**src/rtl/axi4_lite_timer_slave.sv**
```systemverilog
// AXI4-Lite responder exposing a 32-bit down-counting timer with a level interrupt.
// Map (addr[11:0]): 0x000 CTRL {IRQ_EN, RELOAD, EN}, 0x004 LOAD, 0x008 COUNT (RO),
// 0x00C STATUS {EXPIRED} write-1-to-clear. Anything else answers SLVERR.
module axi4_lite_timer_slave #(
    parameter int ADDR_WIDTH = 32,
    parameter int DATA_WIDTH = 32
) (
    input  logic                    clk,
    input  logic                    rst,
    input  logic [ADDR_WIDTH-1:0]   S_AXI_AWADDR,
    input  logic                    S_AXI_AWVALID,
    output logic                    S_AXI_AWREADY,
    input  logic [DATA_WIDTH-1:0]   S_AXI_WDATA,
    input  logic [3:0]              S_AXI_WSTRB,
    input  logic                    S_AXI_WVALID,
    output logic                    S_AXI_WREADY,
    output logic [1:0]              S_AXI_BRESP,
    output logic                    S_AXI_BVALID,
    input  logic                    S_AXI_BREADY,
    input  logic [ADDR_WIDTH-1:0]   S_AXI_ARADDR,
    input  logic                    S_AXI_ARVALID,
    output logic                    S_AXI_ARREADY,
    output logic [DATA_WIDTH-1:0]   S_AXI_RDATA,
    output logic [1:0]              S_AXI_RRESP,
    output logic                    S_AXI_RVALID,
    input  logic                    S_AXI_RREADY,
    output logic                    irq
);

    localparam logic [11:0] AddrCtrl   = 12'h000;
    localparam logic [11:0] AddrLoad   = 12'h004;
    localparam logic [11:0] AddrCount  = 12'h008;
    localparam logic [11:0] AddrStatus = 12'h00C;
    localparam logic [1:0]  RespOkay   = 2'b00;
    localparam logic [1:0]  RespSlverr = 2'b10;

    // Only the low 12 address bits are decoded; the interconnect owns the base.
    logic unused_addr;
    assign unused_addr = ^{S_AXI_AWADDR[ADDR_WIDTH-1:12], S_AXI_ARADDR[ADDR_WIDTH-1:12]};

    // Holds all READY low until the first clock after reset release.
    logic running;

    logic        aw_held, w_held, bvalid, rvalid;
    logic [11:0] aw_addr;
    logic [31:0] w_data, rdata;
    logic [3:0]  w_strb;
    logic [1:0]  bresp, rresp;

    logic        en, reload, irq_en, expired;
    logic        en_d, reload_d, irq_en_d, expired_d;
    logic [31:0] load, count, load_d, count_d;

    logic        aw_hs, w_hs, ar_hs, wr_fire, wr_ok;
    logic [11:0] wr_addr;
    logic [31:0] wr_data, load_merged;
    logic [3:0]  wr_strb;
    logic [31:0] rd_data;
    logic [1:0]  rd_resp;

    assign S_AXI_AWREADY = running && !aw_held && !bvalid;
    assign S_AXI_WREADY  = running && !w_held && !bvalid;
    assign S_AXI_ARREADY = running && !rvalid;
    assign S_AXI_BVALID  = bvalid;
    assign S_AXI_BRESP   = bresp;
    assign S_AXI_RVALID  = rvalid;
    assign S_AXI_RRESP   = rresp;
    assign S_AXI_RDATA   = rdata;

    assign aw_hs = S_AXI_AWVALID && S_AXI_AWREADY;
    assign w_hs  = S_AXI_WVALID && S_AXI_WREADY;
    assign ar_hs = S_AXI_ARVALID && S_AXI_ARREADY;

    // A beat arriving this cycle is used directly so the write commits on this edge.
    assign wr_addr = aw_held ? aw_addr : S_AXI_AWADDR[11:0];
    assign wr_data = w_held ? w_data : S_AXI_WDATA;
    assign wr_strb = w_held ? w_strb : S_AXI_WSTRB;
    assign wr_fire = (aw_held || aw_hs) && (w_held || w_hs);
    assign wr_ok   = (wr_addr == AddrCtrl) || (wr_addr == AddrLoad) ||
                     (wr_addr == AddrCount) || (wr_addr == AddrStatus);

    // Byte-lane merge of the write data into LOAD.
    always_comb begin
        load_merged = load;
        for (int i = 0; i < 4; i++) begin
            if (wr_strb[i]) load_merged[8*i +: 8] = wr_data[8*i +: 8];
        end
    end

    // Timer next state; bus writes override the timer, expiry overrides W1C.
    always_comb begin
        en_d      = en;
        reload_d  = reload;
        irq_en_d  = irq_en;
        load_d    = load;
        count_d   = count;
        expired_d = expired;
        if (en) begin
            if (count != 32'd0) begin
                count_d = count - 32'd1;
            end else if (reload) begin
                count_d = load;
            end else begin
                en_d = 1'b0;
            end
        end
        if (wr_fire && wr_addr == AddrCtrl && wr_strb[0]) begin
            en_d     = wr_data[0];
            reload_d = wr_data[1];
            irq_en_d = wr_data[2];
        end
        if (wr_fire && wr_addr == AddrLoad) begin
            load_d  = load_merged;
            count_d = load_merged;
        end
        if (wr_fire && wr_addr == AddrStatus && wr_strb[0] && wr_data[0]) begin
            expired_d = 1'b0;
        end
        if (en && count == 32'd0) begin
            expired_d = 1'b1;
        end
    end

    // Read mux sampled at the AR handshake, so COUNT reads its pre-update value.
    always_comb begin
        rd_data = 32'd0;
        rd_resp = RespOkay;
        unique case (S_AXI_ARADDR[11:0])
            AddrCtrl:   rd_data = {29'd0, irq_en, reload, en};
            AddrLoad:   rd_data = load;
            AddrCount:  rd_data = count;
            AddrStatus: rd_data = {31'd0, expired};
            default:    rd_resp = RespSlverr;
        endcase
    end

    // Write channel: independent AW/W capture, commit and B response.
    always_ff @(posedge clk or negedge rst) begin
        if (!rst) begin
            running <= 1'b0;
            aw_held <= 1'b0;
            w_held  <= 1'b0;
            aw_addr <= 12'd0;
            w_data  <= 32'd0;
            w_strb  <= 4'd0;
            bvalid  <= 1'b0;
            bresp   <= RespOkay;
        end else begin
            running <= 1'b1;
            if (aw_hs) begin
                aw_held <= 1'b1;
                aw_addr <= S_AXI_AWADDR[11:0];
            end
            if (w_hs) begin
                w_held <= 1'b1;
                w_data <= S_AXI_WDATA;
                w_strb <= S_AXI_WSTRB;
            end
            if (wr_fire) begin
                aw_held <= 1'b0;
                w_held  <= 1'b0;
                bvalid  <= 1'b1;
                bresp   <= wr_ok ? RespOkay : RespSlverr;
            end else if (bvalid && S_AXI_BREADY) begin
                bvalid <= 1'b0;
            end
        end
    end

    // Read channel: register data on AR handshake, hold until RREADY.
    always_ff @(posedge clk or negedge rst) begin
        if (!rst) begin
            rvalid <= 1'b0;
            rdata  <= 32'd0;
            rresp  <= RespOkay;
        end else if (ar_hs) begin
            rvalid <= 1'b1;
            rdata  <= rd_data;
            rresp  <= rd_resp;
        end else if (rvalid && S_AXI_RREADY) begin
            rvalid <= 1'b0;
        end
    end

    // Timer registers and the registered interrupt.
    always_ff @(posedge clk or negedge rst) begin
        if (!rst) begin
            en      <= 1'b0;
            reload  <= 1'b0;
            irq_en  <= 1'b0;
            load    <= 32'd0;
            count   <= 32'd0;
            expired <= 1'b0;
            irq     <= 1'b0;
        end else begin
            en      <= en_d;
            reload  <= reload_d;
            irq_en  <= irq_en_d;
            load    <= load_d;
            count   <= count_d;
            expired <= expired_d;
            irq     <= expired && irq_en;
        end
    end

endmodule

```
**config.mk**
```make
export PLATFORM = sky130hd
export DESIGN_NAME = axi4_lite_timer_slave
export DESIGN_NICKNAME = d
export VERILOG_FILES = /design/src/rtl/axi4_lite_timer_slave.sv
export SDC_FILE = /design/constraint.sdc
export NUM_CORES = 1
export LEC_CHECK = 0
export ABC_AREA = 1
export BUFFER_PORTS_ARGS = -buffer_cell sky130_fd_sc_hd__buf_2
export CAP_MARGIN = 20
export CORE_MARGIN = 4
export CORE_UTILIZATION = 55
export CTS_BUF_LIST = sky130_fd_sc_hd__clkbuf_4
export CTS_CLUSTER_SIZE = 12
export DETAILED_ROUTE_END_ITERATION = 6
export MAX_ROUTING_LAYER = met4
export PLACE_DENSITY_LB_ADDON = 0.15
export SYNTH_ARGS = -nofsm -noshare
export SYNTH_HDL_FRONTEND = slang
export SYNTH_SLANG_ARGS = --single-unit
```
**constraint.sdc**
```tcl
create_clock -name clk -period 2.6 [get_ports clk]
set_input_delay 0.13 -clock clk [delete_from_list [all_inputs] [get_ports clk]]
set_output_delay 0.13 -clock clk [all_outputs]
set_load 0.005 [all_outputs]
```
* After elaboration in Yosys (flattened, before gate mapping) *
Cells that the tools add are included.

operators by class
  reduce and logical (&&, ||, !) cells = 41
  multiplexer cells = 28
  add/subtract/negate cells = 1
  eq/ne operators = 6

operator list
  kind                                                count
  two-way mux 32 bit                                  5
  case mux 32 bit (4 select lines)                    1
  == test 12 x 4 -> 1 bit, second input constant      4
  zero test 32 bit                                    1
  two-way mux 8 bit                                   4
  nonzero test 32 bit                                 1
  subtractor 32 x 1 -> 32 bit, second input constant  1
  == test 12 x 3 -> 1 bit, second input constant      2
  zero test 12 bit                                    2
  logical AND 1 bit                                   19
  two-way mux 1 bit                                   14
  two-way mux 12 bit                                  1
  nonzero test 2 bit                                  6
  logical OR 1 bit                                    5
  zero test 1 bit                                     4
  two-way mux 2 bit                                   2
  two-way mux 4 bit                                   1
  OR reduction 4 bit                                  1
  nonzero test 3 bit                                  1
  AND reduction 2 bit                                 1

word-level totals
  word-level logic and storage cells = 94
  output and inout port bits = 42
  input bits = 107
  flip-flop bits (word level) = 158

* Longest topological paths before layout *
  word-level depth = 11
  mapped depth = 13
  mapped depth without buffers = 13

* Worst setup path before layout *
No wires, ideal clock.

  kind = flip-flop to flip-flop
  start = reg count[0]
  end = reg count[0]
  setup slack = 0.767 ns
  setup time = 0.122 ns
  required time = 2.478 ns
  clock period less this slack = 1.833 ns
  buffers on the path = 2
  cell stages (with the launch flop) = 14
  data arrival time = 1.711 ns
  path through = dfrtp_1 > inv_1 > ha_1 > nand2_1 > nor2_2 > nand2_4 > nor2_8 > nand2_4 > nand2_4 > nand2_4 > buf_6 > buf_6 > nand2_2 > o21ai_2

on the way
  longest elaborated chain between the ends = 4
  elaborated cells on any way between the ends = 7
  classes of those cells = add/sub: 1; mux: 3; reduce/logical: 3

ends and longest elaborated chain
  item                                                                       RTL line  RTL
  from (decl)                                                                52        logic [31:0] load, count, load_d, count_d;
  from (signal assigned)                                                     200       count <= count_d;
  subtractor 32 x 1 -> 32 bit / nonzero test 32 bit (equally long branches)  100, 99
  two-way mux 32 bit                                                         99        if (count != 32'd0) begin
  two-way mux 32 bit                                                         98        if (en) begin
  two-way mux 32 bit                                                         112       if (wr_fire && wr_addr == AddrLoad) begin

Several ways; a longest one is shown, not always the timed one. The select of a mux whose other input is x is not followed.
A chain may end at the register's enable or synchronous reset.

* Worst setup path in the final report *
  start = in S_AXI_ARADDR[4]
  end = reg rdata[1] (netlist: S_AXI_RDATA[1])

on the way
  longest elaborated chain between the ends = 2
  elaborated cells on any way between the ends = 5
  classes of those cells = eq/ne: 3; mux: 1; reduce/logical: 1

ends and longest elaborated chain
  item                                             RTL line  RTL
  from (decl)                                      20        input logic [ADDR_WIDTH-1:0] S_AXI_ARADDR,
  == test 12 x 4 -> 1 bit (tied with other cells)  128       unique case (S_AXI_ARADDR[11:0])
  case mux 32 bit (4 select lines) *               128
  to (signal assigned)                             178       rdata <= rd_data;
  to (decl)                                        46        logic [31:0] w_data, rdata;

Mark *: on every way between the ends. The rest lies on a longest branch, timed or not.

==> run summary <==
- outcome: complete, no violations
- critical path cell sequence: dlygate4sd3_1 -> buf_2 -> nor2_1 -> dlygate4sd3_1 -> nand2_1 -> dlygate4sd3_1 -> nor4_1 -> dlygate4sd3_1 -> o21ai_0 -> nand2_1
- kind of cell adding the most delay to the critical path: buffers and inverters
- number of buffers added for setup after CTS: 0
- placement row count: 46
- number of I/O port buffers: 106
- Starting Density: 56.3%
- highest ir drop seen on vdd: 460 uV
- Worst Reg2Reg Path Length in Cells: 11
- sum of overflow across all layers after global routing: 0
- number of maximum-capacitance constraint violations: 0
- number of nets in the finished design: 1530
- Inst Count DP: 1561
- highest achievable clock rate: 411 MHz
- critical path's largest stage delay: 0.60 ns
- Crit path arrival time: 2.92 ns
- number of remaining DRC errors: 0
- antenna-violating nets left: 0
- number of global-route vias before repair: 8372
- post-layout utilization of the core: 66.5%
- unrepaired setup endpoints after global routing: false
- P per Cell Area: 624 nW/um^2
- most used standard cell by instance count after synthesis: sky130_fd_sc_hd__nand2_1
- count of vias placed by the detailed router: 8556
- #FFs+latches synth: 156
- endpoint required time on the critical path: 3.09 ns
- Yosys Warn Count: 0
- Critical path origin: S_AXI_ARADDR[4]
- leading cell types by total area after synthesis: sky130_fd_sc_hd__dfrtp_1, sky130_fd_sc_hd__nand2_1, sky130_fd_sc_hd__o21ai_0
- worst slew margin relative to its limit: 54.8%
- standard cell with the maximum stage delay on the critical path: sky130_fd_sc_hd__dlygate4sd3_1
- final worst path period need: 2.43 ns
- worst setup path category: in -> reg
- largest net degree at the start of global routing: 74
- floorplan die width: 136 um
- Die ar.: 18400 um^2
- cell mode on critical path: sky130_fd_sc_hd__dlygate4sd3_1
- leakage power: 5.64 nW
- setup tns final: 0 ns
- clock tree root driver cell: sky130_fd_sc_hd__clkbuf_4
- fraction of the yosys area taken by sequential cells: 43.6%
- count of mapped cells out of synthesis: 1265
- number of fill cells in the layout: 1410
- Levels on crit path: 10
- worst-case clock buffer depth: 2
- fin area: 10600 um^2
- worst flop-to-flop path startpoint: count[9]$_DFFE_PN0P_
- Area Growth Syn to Fin: 18.1%
- DR pass1 iterations: 5
- final-layout worst hold slack: 0.0585 ns
- combined global-route utilization of all metal layers: 28.4%
- mean number of vias per cell: 5.18
- core area: 15900 um^2
- drt first-iter violations: 618
- skew final: 0.0216 ns
- CTS sink cnt: 156
- final non-filler cell total: 1653
- Routability Congestion: 0.989
- final max-slew violation count: 0
- Final HPWL DP: 17300 um
- height of the die: 136 um
- Critical Path End Type: register
- Yosys top cell area share: 43.6%
- clock insertion delay at the later pin of the skew report: 0.55 ns
- share of layout cells above drive strength 1: 15.2%
- area used by multi-input combinational logic: 4180 um^2
- global-route wire length before repair: 40300 um
- number of resized instances in the post-cts repair step: 0
- antenna violations before repair: 1
- CTS tree: built
- transition time at the pin with the least slew margin: 0.677 ns
- H-tree levels: 4
- Critical Path Fanout Max: 2
- category of the worst setup path launch point: input port
- count of cell types in the netlist: 37
- Post-synth EDFFs: 0
- Top-Level Pins: 149
- portion of the clock cycle consumed by the worst path in the final layout: 93.6%
- ranking of synthesized cells by instance count: sky130_fd_sc_hd__nand2_1, sky130_fd_sc_hd__o21ai_0, sky130_fd_sc_hd__dfrtp_1, sky130_fd_sc_hd__inv_1, sky130_fd_sc_hd__nor2_1
- area after detailed placement: 9740 um^2
- Setup-failing EPs final: 0
- cell area after synthesis: 8940 um^2
- total area of sequential cells: 3910 um^2
- cell type with the largest total area after synthesis: sky130_fd_sc_hd__dfrtp_1
- clock transition at the registers of the reported paths: 0.14 ns
- DR WL/cell: 14.8 um
- final routed wirelength across all metal layers: 24400 um
- number of buffer and inverter instances along the worst setup path: 5
- final hold vios: 0
- post-synthesis area per instance: 7.07 um^2
- type of the worst min-delay path: in -> async
- proportion of register bits with asynchronous set or reset after synthesis: 100%
- Synth Flop Type: sky130_fd_sc_hd__dfrtp_1
- Inserted Clock Buffers: 17
timing repair:
item | in CTS | in global routing
endpoints found under the setup margin | 0 | 0
hold buffers | 57 | 0
hold endpoints to repair | 174 | 0
per-layer routing:
layer  wire length, um  GRT usage (%)  share of wire, %  vias up
met5                 0              -                 0        -
met4              1090           13.8               4.5        0
met3              1230           4.90               5.0       57
met2             11300           44.5                46      241
met1             10800           36.0                44     3923
li1                  -              -                 -     4335
cell type report:
type	count	area share, %
antenna	3	0.0710
clock buffer	20	1.42
clock inverter	12	0.935
inverter	160	5.71
multi-input combinational	895	39.5
sequential	156	37.0
tap	216	2.56
timing repair buffer	191	12.8
registers in the layout, indices dropped and copies added, names as in the netlist, 4 cells and up:
name	flops
w_strb	4
count	32
S_AXI_RDATA	32
load	32
w_data	32
aw_addr	12
per-stage QoR:
step / setup slack (ns) / power [mW]
after CTS: 0.217 / 6.60
after floorplan: 0.767 / 4.49
after global routing: 0.0594 / 7.11
after global placement: 0.498 / 5.11
after detailed placement: 0.471 / 5.17
final: 0.166 / 6.59
where the power goes:
group | leakage (nW) | internal [mW] | total [mW] | switching (mW)
Sequential | 1.94 | 2.81 | 3.03 | 0.223
Clock | 0.138 | 0.498 | 1.37 | 0.876
Combinational | 3.56 | 0.764 | 2.19 | 1.42
Total | 5.64 | 4.07 | 6.59 | 2.52
cells in the final DEF, fill, tap and decap left out, types with 2 or more instances in the layout:
cell type,instances
sky130_fd_sc_hd__clkbuf_4,20
sky130_fd_sc_hd__diode_2,3
sky130_fd_sc_hd__dfrtp_1,155
sky130_fd_sc_hd__nand2_4,4
sky130_fd_sc_hd__and2_1,2
sky130_fd_sc_hd__nand2_2,13
sky130_fd_sc_hd__buf_4,25
sky130_fd_sc_hd__nor2_1,143
sky130_fd_sc_hd__conb_1,3
sky130_fd_sc_hd__o22ai_1,30
sky130_fd_sc_hd__clkinv_2,4
sky130_fd_sc_hd__a21oi_1,20
sky130_fd_sc_hd__nand3_1,57
sky130_fd_sc_hd__clkinv_1,3
sky130_fd_sc_hd__nand2_1,375
sky130_fd_sc_hd__nand4_1,7
sky130_fd_sc_hd__a22o_1,29
sky130_fd_sc_hd__o21ai_0,161
sky130_fd_sc_hd__nor2_8,2
sky130_fd_sc_hd__buf_12,3
sky130_fd_sc_hd__inv_2,3
sky130_fd_sc_hd__dlygate4sd3_1,57
sky130_fd_sc_hd__o21ai_1,5
sky130_fd_sc_hd__o21ai_2,7
sky130_fd_sc_hd__inv_1,155
sky130_fd_sc_hd__ha_1,2
sky130_fd_sc_hd__clkinv_4,2
sky130_fd_sc_hd__xor2_1,6
sky130_fd_sc_hd__nor2_2,19
sky130_fd_sc_hd__clkinvlp_4,2
sky130_fd_sc_hd__buf_2,105
kinds of logic after synthesis:
family / synth area share, %
xor+xnor: 0.685
compound gates: 16.3
other cells: 0.0840
mux: 0.126
flops: 43.6
simple gates: 29.2
fa+ha+maj: 0.280
buf+inv: 9.74
worst paths after layout:
check,endpoint,slack (ns)
max,S_AXI_RDATA[1]$_DFFE_PN0P_,0.17
min,aw_addr[10]$_DFFE_PN0P_,0.06
max reg2reg,count[19]$_DFFE_PN0P_,0.41
min reg2reg,S_AXI_RDATA[2]$_DFFE_PN0P_,0.49
max in group asynchronous,S_AXI_RDATA[31]$_DFFE_PN0P_,1.64
min in group clk,S_AXI_RDATA[0]$_DFFE_PN0P_,0.07
Power figures use the tool's default switching activity.
